## src/rtl/unidad_control_bip_if.sv

```systemverilog
// Bus between the BIP control unit (master) and its ROM/datapath (slave).
// Enable is a level run request; the master samples it only while fetching, with no back-pressure.
interface unidad_control_bip_if #(
    parameter int PC_WIDTH   = 11,
    parameter int DATA_WIDTH = 16
);
    logic                  Enable;
    logic [DATA_WIDTH-1:0] PmData;
    logic [PC_WIDTH-1:0]   PmAddr;
    logic [PC_WIDTH-1:0]   RamAddr;
    logic [DATA_WIDTH-1:0] Operando;
    logic [1:0]            SelA;
    logic                  SelB;
    logic                  WrAcc;
    logic                  Op;
    logic                  WrRam;
    logic                  RdRam;
    logic                  Halt;
    // Debug view of the sequencer: 0 FETCH, 1 DECODE, 2 EXEC, 3 HALT
    logic [1:0]            dbg_state;

    modport master (
        input  Enable, PmData,
        output PmAddr, RamAddr, Operando, SelA, SelB, WrAcc, Op, WrRam, RdRam, Halt, dbg_state
    );

    modport slave (
        output Enable, PmData,
        input  PmAddr, RamAddr, Operando, SelA, SelB, WrAcc, Op, WrRam, RdRam, Halt, dbg_state
    );
endinterface

```

## src/rtl/unidad_control_bip.sv

```systemverilog
// Control unit of the 16-bit BIP accumulator machine: FETCH/DECODE/EXEC sequencer with HALT.
// Optional macro UC_INSTR_COUNT_EN adds a saturating executed-instruction counter (InstrCount).
module unidad_control_bip #(
    parameter int PC_WIDTH   = 11,
    parameter int DATA_WIDTH = 16
) (
    input  logic                        clk,
    input  logic                        rst,
    unidad_control_bip_if.master        bus
`ifdef UC_INSTR_COUNT_EN
    ,
    output logic [15:0]                 InstrCount
`endif
);

    typedef enum logic [1:0] {
        S_FETCH  = 2'd0,
        S_DECODE = 2'd1,
        S_EXEC   = 2'd2,
        S_HALT   = 2'd3
    } state_e;

    state_e              state_q, state_d;
    logic [PC_WIDTH-1:0] pc_q, pc_d;
    // Only the operand field of the instruction is kept; the opcode is consumed at decode.
    logic [PC_WIDTH-1:0] ir_q, ir_d;
    logic [1:0]          sel_a_q, sel_a_d;
    logic                sel_b_q, sel_b_d;
    logic                op_q, op_d;
    logic                wr_acc_q, wr_acc_d;
    logic                wr_ram_q, wr_ram_d;
    logic                rd_ram_q, rd_ram_d;
    logic                halt_q, halt_d;
    logic [4:0]          opcode;

    assign opcode = bus.PmData[DATA_WIDTH-1 -: 5];

    always_ff @(posedge clk) begin
        if (rst) begin
            state_q  <= S_FETCH;
            pc_q     <= '0;
            ir_q     <= '0;
            sel_a_q  <= 2'b00;
            sel_b_q  <= 1'b0;
            op_q     <= 1'b0;
            wr_acc_q <= 1'b0;
            wr_ram_q <= 1'b0;
            rd_ram_q <= 1'b0;
            halt_q   <= 1'b0;
        end else begin
            state_q  <= state_d;
            pc_q     <= pc_d;
            ir_q     <= ir_d;
            sel_a_q  <= sel_a_d;
            sel_b_q  <= sel_b_d;
            op_q     <= op_d;
            wr_acc_q <= wr_acc_d;
            wr_ram_q <= wr_ram_d;
            rd_ram_q <= rd_ram_d;
            halt_q   <= halt_d;
        end
    end

    always_comb begin
        state_d = state_q;
        case (state_q)
            S_FETCH:  if (bus.Enable) state_d = S_DECODE;
            S_DECODE: state_d = (opcode == 5'b00000) ? S_HALT : S_EXEC;
            S_EXEC:   state_d = S_FETCH;
            S_HALT:   state_d = S_HALT;
            default:  state_d = S_FETCH;
        endcase
    end

    // Controls are registered at the DECODE edge and cleared at the EXEC edge,
    // so they are live for exactly the EXEC cycle.
    always_comb begin
        pc_d     = pc_q;
        ir_d     = ir_q;
        sel_a_d  = 2'b00;
        sel_b_d  = 1'b0;
        op_d     = 1'b0;
        wr_acc_d = 1'b0;
        wr_ram_d = 1'b0;
        rd_ram_d = 1'b0;
        halt_d   = halt_q;
        case (state_q)
            S_DECODE: begin
                ir_d = bus.PmData[PC_WIDTH-1:0];
                if (opcode == 5'b00000) halt_d = 1'b1;
                case (opcode)
                    5'b00001: wr_ram_d = 1'b1;
                    5'b00010: begin rd_ram_d = 1'b1; wr_acc_d = 1'b1; end
                    5'b00011: begin wr_acc_d = 1'b1; sel_a_d = 2'b01; end
                    5'b00100: begin rd_ram_d = 1'b1; wr_acc_d = 1'b1; sel_a_d = 2'b10; end
                    5'b00101: begin wr_acc_d = 1'b1; sel_a_d = 2'b10; sel_b_d = 1'b1; end
                    5'b00110: begin rd_ram_d = 1'b1; wr_acc_d = 1'b1; sel_a_d = 2'b10; op_d = 1'b1; end
                    5'b00111: begin wr_acc_d = 1'b1; sel_a_d = 2'b10; sel_b_d = 1'b1; op_d = 1'b1; end
                    default:  ;
                endcase
            end
            S_EXEC:  pc_d = pc_q + 1'b1;
            default: ;
        endcase
    end

`ifdef UC_INSTR_COUNT_EN
    logic [15:0] instr_count_q, instr_count_d;

    always_comb begin
        instr_count_d = instr_count_q;
        if (state_q == S_EXEC && instr_count_q != 16'hFFFF) instr_count_d = instr_count_q + 16'd1;
    end

    always_ff @(posedge clk) begin
        if (rst) instr_count_q <= 16'd0;
        else     instr_count_q <= instr_count_d;
    end

    assign InstrCount = instr_count_q;
`endif

    assign bus.PmAddr    = pc_q;
    assign bus.RamAddr   = ir_q;
    assign bus.Operando  = {{(DATA_WIDTH-PC_WIDTH){ir_q[PC_WIDTH-1]}}, ir_q};
    assign bus.SelA      = sel_a_q;
    assign bus.SelB      = sel_b_q;
    assign bus.Op        = op_q;
    assign bus.WrAcc     = wr_acc_q;
    assign bus.WrRam     = wr_ram_q;
    assign bus.RdRam     = rd_ram_q;
    assign bus.Halt      = halt_q;
    assign bus.dbg_state = state_q;

endmodule

```

## src/flat_wrapper.sv

```systemverilog
// flat-port wrapper written by rule: the top's interface ports become plain ports
module unidad_control_bip_flat 
#(
    parameter int PC_WIDTH   = 11,
    parameter int DATA_WIDTH = 16
)
  (clk, rst, bus_Enable, bus_PmData, bus_PmAddr, bus_RamAddr, bus_Operando, bus_SelA, bus_SelB, bus_WrAcc, bus_Op, bus_WrRam, bus_RdRam, bus_Halt, bus_dbg_state);
  unidad_control_bip_if #(.PC_WIDTH(PC_WIDTH), .DATA_WIDTH(DATA_WIDTH)) bus_i ();
  input  logic clk;
  input  logic rst;
  input wire logic [$bits(bus_i.Enable)-1:0] bus_Enable;
  input wire logic [$bits(bus_i.PmData)-1:0] bus_PmData;
  output wire logic [$bits(bus_i.PmAddr)-1:0] bus_PmAddr;
  output wire logic [$bits(bus_i.RamAddr)-1:0] bus_RamAddr;
  output wire logic [$bits(bus_i.Operando)-1:0] bus_Operando;
  output wire logic [$bits(bus_i.SelA)-1:0] bus_SelA;
  output wire logic [$bits(bus_i.SelB)-1:0] bus_SelB;
  output wire logic [$bits(bus_i.WrAcc)-1:0] bus_WrAcc;
  output wire logic [$bits(bus_i.Op)-1:0] bus_Op;
  output wire logic [$bits(bus_i.WrRam)-1:0] bus_WrRam;
  output wire logic [$bits(bus_i.RdRam)-1:0] bus_RdRam;
  output wire logic [$bits(bus_i.Halt)-1:0] bus_Halt;
  output wire logic [$bits(bus_i.dbg_state)-1:0] bus_dbg_state;
  assign bus_i.Enable = bus_Enable;
  assign bus_i.PmData = bus_PmData;
  assign bus_PmAddr = bus_i.PmAddr;
  assign bus_RamAddr = bus_i.RamAddr;
  assign bus_Operando = bus_i.Operando;
  assign bus_SelA = bus_i.SelA;
  assign bus_SelB = bus_i.SelB;
  assign bus_WrAcc = bus_i.WrAcc;
  assign bus_Op = bus_i.Op;
  assign bus_WrRam = bus_i.WrRam;
  assign bus_RdRam = bus_i.RdRam;
  assign bus_Halt = bus_i.Halt;
  assign bus_dbg_state = bus_i.dbg_state;
  unidad_control_bip #(.PC_WIDTH(PC_WIDTH), .DATA_WIDTH(DATA_WIDTH)) u_core (.clk(clk), .rst(rst), .bus(bus_i));
endmodule
```

## config.mk

```make
export PLATFORM = sky130hd
export DESIGN_NAME = unidad_control_bip_flat
export DESIGN_NICKNAME = d
export VERILOG_FILES = /design/src/rtl/unidad_control_bip_if.sv /design/src/rtl/unidad_control_bip.sv /design/src/flat_wrapper.sv
export SDC_FILE = /design/constraint.sdc
export NUM_CORES = 1
export LEC_CHECK = 0
export CORE_ASPECT_RATIO = 0.5
export CORE_MARGIN = 2
export CORE_UTILIZATION = 40
export CTS_CLUSTER_SIZE = 28
export DETAILED_ROUTE_END_ITERATION = 12
export HOLD_SLACK_MARGIN = 0.08
export PLACE_DENSITY_LB_ADDON = 0.08
export SETUP_SLACK_MARGIN = 0.02
export SLEW_MARGIN = 20
export SYNTH_ARGS = -nofsm -noshare
export SYNTH_HDL_FRONTEND = slang
export SYNTH_SLANG_ARGS = --single-unit
```

## constraint.sdc

```tcl
create_clock -name clk -period 2.45 [get_ports clk]
set_input_delay 0.49 -clock clk [delete_from_list [all_inputs] [get_ports clk]]
set_output_delay 0.49 -clock clk [all_outputs]
set_load 0.005 [all_outputs]
```

==> results.sh <==
export IMPL_yosys_most_used_dff="dfxtp_1"
export IMPL_min_path_type="flop to flop"
export IMPL_ys_ff_latch=32
export IMPL_synth_area_leaders="dfxtp_1 48%, buf_4 9.0%, a21oi_1 7.5%"
export IMPL_cts_buffer_depth=2
export IMPL_drt_vias_per_instance=4.829
export IMPL_power_density_nw_per_um2=557.1
export IMPL_clock_skew_ns=0.003688
export IMPL_clock_root_buffer="clkbuf_8"
export IMPL_yosysWarnings=0
export IMPL_tns_ns=0
export IMPL_final_cells=246
export IMPL_rsz0062_at_grt="false"
export IMPL_grt_usage_pct=16.08
export IMPL_gp_congestion=0.7460
export IMPL_cpPeakStageDelay_ns=0.56
export IMPL_leakagePower_nw=0.7537
export IMPL_timing_final_crit_share_pct=73.74
export IMPL_grt_pass1_wl_mm=4.588
export IMPL_crit_slowest_cell="clkdlybuf4s50_1"
export IMPL_drive_gt1_share_pct=6.796
export IMPL_yosys_top_cells_count="32 x dfxtp_1, 25 x nand2_1, 20 x a21oi_1"
export IMPL_yosys_cell_types_count=30
export IMPL_power_mw=1.120
export IMPL_drt_iter0_drc=22
export IMPL_num_vias=1188
export IMPL_tightestPinTransition_ns=0.5507
export IMPL_antenna_cells=0
export IMPL_finalSetupViolCount=0
export IMPL_core_sq_um=3083
export IMPL_die_area_sq_um=3840
export IMPL_hpwlAfterDp_mm=2.154
export IMPL_htreeDepth=2
export IMPL_utilization_pct=65.22
export IMPL_async_flop_share_pct=0
export IMPL_pin_count=67
export IMPL_cp_num_buf_inv=1
export IMPL_relSlewSlack_pct=63.29
export IMPL_finalWirelength_mm=2.933
export IMPL_worstSetupEndpointType="output port"
export IMPL_final_nets=225
export IMPL_cts_tree="built"
export IMPL_synth_cells=151
export IMPL_synth_largest_area_cell="dfxtp_1"
export IMPL_avgRoutedWirePerCell_um=11.92
export IMPL_worst_path_dominant_cell_family="buffers and inverters"
export IMPL_ant_nets=0
export IMPL_ys_seq_area_share_pct=48.03
export IMPL_syn_num_nets=171
export IMPL_grt_pass1_vias=1037
export IMPL_start_kind="flop"
export IMPL_synth_cell_area_sq_um=1334
export IMPL_finalCriticalPeriod_ns=1.807
export IMPL_clk_pin_slew_ns=0.07
export IMPL_rows=14
export IMPL_grt_overflow=0
export IMPL_slew_viol_final=0
export IMPL_numPortBuffers=66
export IMPL_vdd_drop_max_mv=0.3138
export IMPL_cp_arrival_ns=1.32
export IMPL_dpl_cell_count=238
export IMPL_clkLatencyLatePin_ns=0.28
export IMPL_hold_violations=0
export IMPL_initial_core_util_pct=43.26
export IMPL_worstPathMaxFanout=10
export IMPL_grt_max_degree=20
export IMPL_timing_fmax_mhz=553.5
export IMPL_area_growth_pct=50.75
export IMPL_cts_sinks=32
export IMPL_drcViolationCount=0
export IMPL_yosysTopAreaCellShare_pct=48.03
export IMPL_die_h_um=44.83
export IMPL_cts_buffers=5
export IMPL_syn_avg_cell_area_sq_um=8.833
export IMPL_critical_path_class="flop to output port"
export IMPL_drtPass1Iterations=4
export IMPL_cap_violations=0
export IMPL_synth_most_common_cell="dfxtp_1"
export IMPL_ctsHoldBuffers=0
export IMPL_path_cells="clkdlybuf4s50_1"
export IMPL_die_x_um=85.67
export IMPL_synth_edf_count=0
export IMPL_cts_resized=0
export IMPL_postCtsSetupRepairBufs=0
export IMPL_status="completed"
export IMPL_critPathRequiredTime_ns=1.96
export IMPL_antenna_found_initial=0
-- cell type report --
class / instances / area [sq um]
repair buffers: 68 / 675.6
multi-input cells: 93 / 533.0
clock buffers: 6 / 82.58
fillers: 289 / 1072
flip-flops and latches: 32 / 640.6
clock inverters: 2 / 10.01
inverters: 5 / 18.77
well taps: 40 / 50.05
-- routing by layer --
layer | wire length (um) | GRT usage [%] | vias to the layer above | part of all wire [%]
li1 | - | - | 608 | -
met1 | 1336 | 18.36 | 526 | 46
met2 | 1234 | 25.31 | 50 | 42
met3 | 339 | 9.506 | 4 | 12
met4 | 23 | 6.349 | 0 | 0.78
met5 | 0 | 0 | - | 0
-- stage by stage --
| stage | worst slack (ns) | cell area (sq um) | hold slack (ns) |
|---|---|---|---|
| finish | 0.6435 | 2011 | 0.4705 |
| global route | 0.5828 | 2011 | 0.5045 |
| CTS | 0.6337 | 2011 | 0.4729 |
| detailed placement | 0.5718 | 1918 | 0.4638 |
| global placement | 0.5998 | 1918 | 0.4551 |
| floorplan | 1.049 | 1334 | 0.4605 |
-- kinds of logic (layout without fill, tap and decap cells) --
family | count (synthesis) | in the layout | share of synthesized area (%)
XOR/XNOR | 2 | 2 | 1.314
flip-flops | 32 | 32 | 48.03
buffers and inverters | 26 | 81 | 12.01
multiplexers | 2 | 2 | 1.688
AO/OA/AOI/OAI | 28 | 28 | 11.16
adder cells (fa/ha/maj) | 1 | 1 | 0.9379
AND/OR/NAND/NOR | 60 | 60 | 24.86
-- final timing paths --
path / start / to / slack [ns] / cells past startpoint
hold reg to reg: u_core.bus.RamAddr[3] / u_core.bus.RamAddr[3] / 0.47 / 2
setup / recovery: u_core.bus.dbg_state[0] / bus_dbg_state[0] / 0.64 / 1
hold / removal: u_core.bus.RamAddr[3] / u_core.bus.RamAddr[3] / 0.47 / 2
setup reg to reg: u_core.bus.PmAddr[0] / u_core.bus.PmAddr[10] / 0.84 / 4
-- report_power, final --
part	switching (mW)	internal (mW)	total, mW
logic	0.0541	0.0969	0.151
clock network	0.191	0.224	0.415
registers	0.0173	0.537	0.554
-- registers in the layout, indices dropped and copies added (netlist names) --
| signal | flops |
|---|---|
| u_core.bus.PmAddr | 11 |
| u_core.bus.Halt | 1 |
| u_core.bus.dbg_state | 2 |
| u_core.bus.SelA | 2 |
| u_core.bus.SelB | 1 |
| u_core.bus.WrRam | 1 |
| u_core.bus.RamAddr | 11 |
| u_core.bus.RdRam | 1 |
| u_core.bus.WrAcc | 1 |
| u_core.bus.Op | 1 |
-- layout by cell type (no fill, tap or decap), drive strengths merged --
| cell | n |
|---|---|
| nand2b | 1 |
| and4b | 1 |
| clkdlybuf4s50 | 66 |
| nand3b | 1 |
| nor2b | 5 |
| a21oi | 20 |
| o31ai | 3 |
| nand3 | 1 |
| inv | 5 |
| clkbuf | 6 |
| or3 | 3 |
| nor4 | 3 |
| dfxtp | 32 |
| nor2 | 7 |
| nor3 | 2 |
| nand2 | 25 |
| a31oi | 1 |
| nor3b | 1 |
| nand4b | 2 |
| clkinv | 2 |
| mux2 | 2 |
| buf | 2 |
| or4 | 3 |
| and2 | 1 |
| o21ai | 4 |
| ha | 1 |
| and3 | 3 |
| nand4 | 1 |
| xnor2 | 2 |
-- tightest hold or removal path, stage by stage, from the launching register on --
cell and delay (ns):
dfxtp_1 0.32, nand2_1 0.05, a21oi_1 0.05
No activity file was read; power rests on OpenSTA's default activity.
